<file path="src/rtl/boot_pkg.sv">
// Shared encodings for the boot sequencer: FSM states, fault causes and datapath widths.
package boot_pkg;

   localparam int unsigned STATE_W  = 3;
   localparam int unsigned FAULT_W  = 4;
   localparam int unsigned SETTLE_W = 8;
   localparam int unsigned WDOG_W   = 24;

   typedef enum logic [STATE_W-1:0] {
      ST_WAIT_CALIB = 3'd0,
      ST_SETTLE     = 3'd1,
      ST_CLEAR_GO   = 3'd2,
      ST_CLEAR_WAIT = 3'd3,
      ST_SD_GO      = 3'd4,
      ST_SD_WAIT    = 3'd5,
      ST_RUN        = 3'd6,
      ST_FAULT      = 3'd7
   } boot_state_e;

   localparam logic [FAULT_W-1:0] FC_NONE       = 4'd0;
   localparam logic [FAULT_W-1:0] FC_MEM        = 4'd1;
   localparam logic [FAULT_W-1:0] FC_SD         = 4'd2;
   localparam logic [FAULT_W-1:0] FC_CALIB_LOST = 4'd3;
   localparam logic [FAULT_W-1:0] FC_TO_CLEAR   = 4'd4;
   localparam logic [FAULT_W-1:0] FC_TO_SD      = 4'd5;

   // States in which losing memory calibration is fatal
   function automatic logic calib_guarded(boot_state_e s);
      return (s == ST_CLEAR_GO) || (s == ST_CLEAR_WAIT) || (s == ST_SD_GO) ||
             (s == ST_SD_WAIT)  || (s == ST_RUN);
   endfunction

endpackage

</file>
<file path="src/rtl/boot_watchdog.sv">
// Per-phase watchdog: cleared by load, counts while enabled, flags expiry at LIMIT cycles.
// Only compiled when BOOT_TIMEOUT_EN is defined.
`ifdef BOOT_TIMEOUT_EN
module boot_watchdog
   import boot_pkg::*;
#(
   parameter logic [WDOG_W-1:0] LIMIT = 24'd10_000_000
) (
   input  logic clk,
   input  logic rst,
   input  logic load,
   input  logic enable,
   output logic expired_c
);

   logic [WDOG_W-1:0] count;

   // Hold at the limit so a lingering enable cannot wrap back to zero
   always_ff @(posedge clk) begin
      if (rst) begin
         count <= '0;
      end else if (load) begin
         count <= '0;
      end else if (enable && !expired_c) begin
         count <= count + WDOG_W'(1);
      end
   end

   assign expired_c = enable && (count == (LIMIT - WDOG_W'(1)));

endmodule
`endif

</file>
<file path="src/rtl/boot_sequencer.sv">
// Power-on sequencer: memory calibration settle, screen clear, SD image load, then CPU release.
// Define BOOT_TIMEOUT_EN to add a per-phase watchdog on the clear and SD wait states.
module boot_sequencer
   import boot_pkg::*;
#(
   parameter int unsigned       CALIB_SETTLE   = 16,
   parameter logic [WDOG_W-1:0] TIMEOUT_CYCLES = 24'd10_000_000
) (
   input  logic               clk,
   input  logic               rst,
   input  logic               mem_calib_done,
   input  logic               mem_error,
   input  logic               clear_screen_done,
   input  logic               sdcard_read_done,
   input  logic               sdcard_error,
   output logic               clear_screen_start,
   output logic               sdcard_read_start,
   output logic               cpu_rst,
   output logic [STATE_W-1:0] boot_state,
   output logic [FAULT_W-1:0] fault_code
);

   localparam logic [SETTLE_W-1:0] SETTLE_LAST = SETTLE_W'(CALIB_SETTLE - 1);

   if ((CALIB_SETTLE < 1) || (CALIB_SETTLE > 255) || (TIMEOUT_CYCLES == '0)) begin : g_bad_cfg
      $error("boot_sequencer: CALIB_SETTLE must be 1..255 and TIMEOUT_CYCLES nonzero");
   end

   boot_state_e         state;
   boot_state_e         state_next;
   logic [SETTLE_W-1:0] settle_cnt;
   logic [SETTLE_W-1:0] settle_next;
   logic [FAULT_W-1:0]  fault_next;

`ifdef BOOT_TIMEOUT_EN
   logic wd_load;
   logic wd_enable;
   logic wd_expired_c;

   assign wd_load   = (state == ST_CLEAR_GO) || (state == ST_SD_GO);
   assign wd_enable = (state == ST_CLEAR_WAIT) || (state == ST_SD_WAIT);

   boot_watchdog #(
      .LIMIT(TIMEOUT_CYCLES)
   ) u_watchdog (
      .clk      (clk),
      .rst      (rst),
      .load     (wd_load),
      .enable   (wd_enable),
      .expired_c(wd_expired_c)
   );
`endif

   // Next-state logic; fault overrides are applied last so they win over the phase transitions
   always_comb begin
      state_next  = state;
      settle_next = settle_cnt;
      fault_next  = fault_code;

      case (state)
         ST_WAIT_CALIB: begin
            settle_next = '0;
            if (mem_calib_done) state_next = ST_SETTLE;
         end
         ST_SETTLE: begin
            if (!mem_calib_done)               state_next  = ST_WAIT_CALIB;
            else if (settle_cnt == SETTLE_LAST) state_next  = ST_CLEAR_GO;
            else                                settle_next = settle_cnt + SETTLE_W'(1);
         end
         ST_CLEAR_GO: state_next = ST_CLEAR_WAIT;
         ST_CLEAR_WAIT: begin
            if (clear_screen_done) begin
               state_next = ST_SD_GO;
            end
`ifdef BOOT_TIMEOUT_EN
            else if (wd_expired_c) begin
               state_next = ST_FAULT;
               fault_next = FC_TO_CLEAR;
            end
`endif
         end
         ST_SD_GO: state_next = ST_SD_WAIT;
         ST_SD_WAIT: begin
            if (sdcard_error) begin
               state_next = ST_FAULT;
               fault_next = FC_SD;
            end else if (sdcard_read_done) begin
               state_next = ST_RUN;
            end
`ifdef BOOT_TIMEOUT_EN
            else if (wd_expired_c) begin
               state_next = ST_FAULT;
               fault_next = FC_TO_SD;
            end
`endif
         end
         default: ;
      endcase

      if (state != ST_FAULT) begin
         if (mem_error) begin
            state_next = ST_FAULT;
            fault_next = FC_MEM;
         end else if (calib_guarded(state) && !mem_calib_done) begin
            state_next = ST_FAULT;
            fault_next = FC_CALIB_LOST;
         end
      end
   end

   // State and registered outputs; pulses are aligned with the GO states they accompany
   always_ff @(posedge clk) begin
      if (rst) begin
         state              <= ST_WAIT_CALIB;
         settle_cnt         <= '0;
         fault_code         <= FC_NONE;
         clear_screen_start <= 1'b0;
         sdcard_read_start  <= 1'b0;
         cpu_rst            <= 1'b1;
      end else begin
         state              <= state_next;
         settle_cnt         <= settle_next;
         fault_code         <= fault_next;
         clear_screen_start <= (state_next == ST_CLEAR_GO);
         sdcard_read_start  <= (state_next == ST_SD_GO);
         cpu_rst            <= (state != ST_RUN);
      end
   end

   assign boot_state = state;

endmodule

</file>
<file path="config.mk">
export PLATFORM = sky130hd
export DESIGN_NAME = boot_sequencer
export DESIGN_NICKNAME = d
export VERILOG_FILES = /design/src/rtl/boot_pkg.sv /design/src/rtl/boot_watchdog.sv /design/src/rtl/boot_sequencer.sv
export SDC_FILE = /design/constraint.sdc
export NUM_CORES = 1
export LEC_CHECK = 0
export BUFFER_PORTS_ARGS = -buffer_cell sky130_fd_sc_hd__clkbuf_2
export CORE_MARGIN = 4
export CORE_UTILIZATION = 50
export CTS_CLUSTER_DIAMETER = 100
export DETAILED_ROUTE_END_ITERATION = 8
export PLACE_DENSITY = 0.74
export SLEW_MARGIN = 30
export SYNTH_ARGS = -nofsm -noshare
export SYNTH_HDL_FRONTEND = slang
export SYNTH_SLANG_ARGS = --single-unit
</file>
<file path="constraint.sdc">
create_clock -name clk -period 3.1 [get_ports clk]
set_input_delay 0.155 -clock clk [delete_from_list [all_inputs] [get_ports clk]]
set_output_delay 0.155 -clock clk [all_outputs]
set_load 0.03 [all_outputs]
</file>
==> metrics.txt <==
# TYPE chip_impl_metric gauge
chip_impl_metric{name="initial_utilization",unit="%"} 54.3
chip_impl_metric{name="syn_area_per_cell",unit="µm²"} 8.78
chip_impl_info{name="layout.cells.most_common",value="sky130_fd_sc_hd__dfxtp_1"} 1
chip_impl_info{name="cts_root_buffer",value="sky130_fd_sc_hd__clkbuf_4"} 1
chip_impl_metric{name="first_global_vias",unit=""} 782
chip_impl_metric{name="detailroute.via_count",unit=""} 841
chip_impl_metric{name="tightestPinTransition",unit="ps"} 663
chip_impl_metric{name="maxClockFrequency",unit="MHz"} 491
chip_impl_metric{name="initial_antenna_violation_count",unit=""} 0
chip_impl_metric{name="skew",unit="ps"} 7.88
chip_impl_info{name="path_class",value="flop to flop"} 1
chip_impl_metric{name="total_inserted_antenna_cells",unit=""} 0
chip_impl_metric{name="crit_required",unit="ps"} 3300
chip_impl_metric{name="worst_max_slew_margin_expressed_relative_to_the_limit",unit="%"} 54.7
chip_impl_metric{name="drt_pre_antenna_iters",unit=""} 4
chip_impl_info{name="synth_ff_type",value="sky130_fd_sc_hd__dfxtp_1"} 1
chip_impl_info{name="most-common-layout-cells",value="18 x sky130_fd_sc_hd__dfxtp_1, 16 x sky130_fd_sc_hd__clkbuf_2, 13 x sky130_fd_sc_hd__nor2_1"} 1
chip_impl_metric{name="post_route_cells_drive_above_1_share",unit="%"} 21.3
chip_impl_metric{name="worst_slack",unit="ps"} 1060
chip_impl_metric{name="synth-edff-count",unit=""} 0
chip_impl_metric{name="cell_count_after_synthesis",unit=""} 109
chip_impl_metric{name="clock_tree.buffer_depth",unit=""} 2
chip_impl_info{name="clock_tree_from_tritoncts",value="yes"} 1
chip_impl_metric{name="via_per_inst",unit=""} 5.72
chip_impl_metric{name="worst_skew_pair.late_latency",unit="ps"} 280
chip_impl_metric{name="timing.max_cap.violations",unit=""} 0
chip_impl_info{name="holdCritPathClass",value="input pin to flop"} 1
chip_impl_metric{name="cts-htree-levels",unit=""} 1
chip_impl_metric{name="hold_buffers",unit=""} 0
chip_impl_metric{name="place_congestion",unit=""} 0.868
chip_impl_metric{name="synthesis.nets",unit=""} 119
chip_impl_metric{name="grtUsageTotal",unit="%"} 16.0
chip_impl_metric{name="final_area",unit="µm²"} 1060
chip_impl_metric{name="grt_start_max_net_pins",unit=""} 17
chip_impl_metric{name="post_cts_resized",unit=""} 0
chip_impl_metric{name="power_per_cell_area",unit="nW/µm²"} 477
chip_impl_metric{name="leakagePower",unit="nW"} 0.417
chip_impl_metric{name="cp.arrival",unit="ps"} 2240
chip_impl_metric{name="chipHeight",unit="µm"} 51.8
chip_impl_metric{name="cts_num_sinks",unit=""} 18
chip_impl_metric{name="setup_violations",unit=""} 0
chip_impl_metric{name="die-width",unit="µm"} 51.8
chip_impl_metric{name="syn_to_final_growth",unit="%"} 11.0
chip_impl_metric{name="fin_cells",unit=""} 147
chip_impl_metric{name="critPathMaxFanout",unit=""} 14
chip_impl_metric{name="placed_cells_incl_taps",unit=""} 144
chip_impl_metric{name="number_of_synthesized_register_bits",unit=""} 18
chip_impl_metric{name="fp-row-count",unit=""} 15
chip_impl_metric{name="io_buffer_count",unit=""} 16
chip_impl_metric{name="synth.yosys.seq_area_share",unit="%"} 37.6
chip_impl_metric{name="async_reset_ff_share",unit="%"} 0
chip_impl_metric{name="place.detailed.hpwl",unit="µm"} 1460
chip_impl_metric{name="detailed_place.area",unit="µm²"} 1040
chip_impl_metric{name="drc",unit=""} 0
chip_impl_metric{name="io-pin-count",unit=""} 17
chip_impl_metric{name="pre_cts_ws",unit="ps"} 1080
chip_impl_metric{name="final_period_minus_worst_setup_slack",unit="ps"} 2040
chip_impl_metric{name="power.ir.vdd_worst",unit="mV"} 0.296
chip_impl_info{name="startpoint_type",value="flop"} 1
chip_impl_metric{name="finalMaxSlewViolations",unit=""} 0
chip_impl_metric{name="total_die_area",unit="µm²"} 2680
chip_impl_metric{name="routed_wire_length_per_instance",unit="µm"} 13.3
chip_impl_info{name="setup_repair_after_global_routing_missed_its_margin",value="no"} 1
chip_impl_metric{name="nets",unit=""} 134
chip_impl_metric{name="cts_setup_buffers",unit=""} 0
chip_impl_metric{name="initial_drt_markers",unit=""} 13
chip_impl_metric{name="grt_first_pass_wirelength",unit="µm"} 3280
chip_impl_info{name="outcome",value="finished clean"} 1
chip_impl_info{name="endpoint_kind",value="flop"} 1
chip_impl_metric{name="core",unit="µm²"} 1760
chip_impl_metric{name="final-hold-violation-count",unit=""} 0
chip_impl_metric{name="drt-total-wl",unit="µm"} 1950
chip_impl_metric{name="grt.overflow.total",unit=""} 0
chip_impl_metric{name="synth-warning-count",unit=""} 0
chip_impl_metric{name="period_share",unit="%"} 65.7
chip_impl_metric{name="totalNegativeSetupSlack",unit="ps"} 0
chip_impl_metric{name="post_synth_num_cell_types",unit=""} 41
chip_impl_metric{name="final_antenna_net_count",unit=""} 0
chip_impl_metric{name="mappedNetlistArea",unit="µm²"} 957
chip_impl_metric{name="cts.reportedPaths.clkPinSlew",unit="ps"} 100
chip_impl_metric{name="tritoncts.num_buffers",unit=""} 3
## worst max-delay path: stages (launching register included)
cell	delay [ps]
sky130_fd_sc_hd__dfxtp_1	590
sky130_fd_sc_hd__inv_1	90
sky130_fd_sc_hd__ha_1	310
sky130_fd_sc_hd__a21oi_1	60
sky130_fd_sc_hd__o21ai_0	540
sky130_fd_sc_hd__nand4b_4	170
sky130_fd_sc_hd__a221oi_2	200
## kinds of logic after synthesis
logic type               synth area share [%]
AO/OA/AOI/OAI                            26.8
XOR/XNOR                                 3.66
flip-flops                               37.6
AND/OR/NAND/NOR                          22.6
buffers and inverters                    5.36
adder cells (fa/ha/maj)                  3.92
## flip-flops by register name (all words and copies together) (netlist names)
register	cells
cpu_rst	1
sdcard_read_start	1
clear_screen_start	1
boot_state	3
fault_code	4
settle_cnt	8
## final timing paths
check / from / endpoint / slack (ps) / cells after the start
worst min-delay path: rst / fault_code[0] / 160 / 2
worst max-delay path: boot_state[1] / clear_screen_start / 1060 / 6
worst max register to register: boot_state[1] / clear_screen_start / 1060 / 6
worst min register to register: fault_code[1] / fault_code[1] / 470 / 2
## layer usage
metal	global-route usage (%)	vias up	routed length, µm	part of all wire, %
met1	20.5	386	946	48
met3	2.58	2	110	5.6
met5	0	-	0	0
met2	26.7	23	879	45
li1	-	430	-	-
met4	6.55	0	15	0.77
## synthesized netlist by cell type (all sizes together) (2+ instances only)
| cell | count | area share (%) |
|---|---|---|
| and3 | 2 | 1.3 |
| a31oi | 2 | 1.3 |
| a22oi | 2 | 1.6 |
| nand3 | 4 | 2.1 |
| nor3 | 3 | 1.6 |
| dfxtp | 18 | 38 |
| buf | 2 | 0.91 |
| inv | 6 | 2.4 |
| ha | 3 | 3.9 |
| clkbuf | 4 | 2.1 |
| a21oi | 9 | 4.7 |
| nand2 | 6 | 2.4 |
| nor2 | 14 | 5.8 |
| xnor2 | 3 | 2.7 |
| a21boi | 2 | 1.6 |
| o21ai | 5 | 2.6 |
| or3 | 2 | 1.3 |
| nand4 | 3 | 2.0 |
## through the flow
step	total power [W]	hold slack, ps	utilization [%]
6_report	0.000507	164	60.2
5_1_grt	0.000536	187	60.2
4_1_cts	0.000511	168	60.2
3_5_place_dp	0.000401	463	58.9
3_3_place_gp	0.000398	450	58.9
2_1_floorplan	0.000372	378	-
## power breakdown
group          leakage [nW]  switching, W  internal [W]
sequential            0.147     0.0000227      0.000242
combinational         0.257     0.0000828     0.0000486
clock                0.0138     0.0000656     0.0000451
## final cells by class
cell class,instances,area (µm²)
Multi-Input combinational cell,79,546
Clock buffer,3,22.5
Fill cell,169,702
Tap cell,25,31.3
Inverter,6,22.5
Timing Repair Buffer,16,80.1
Sequential cell,18,360
(Power assumes the default switching activity.)
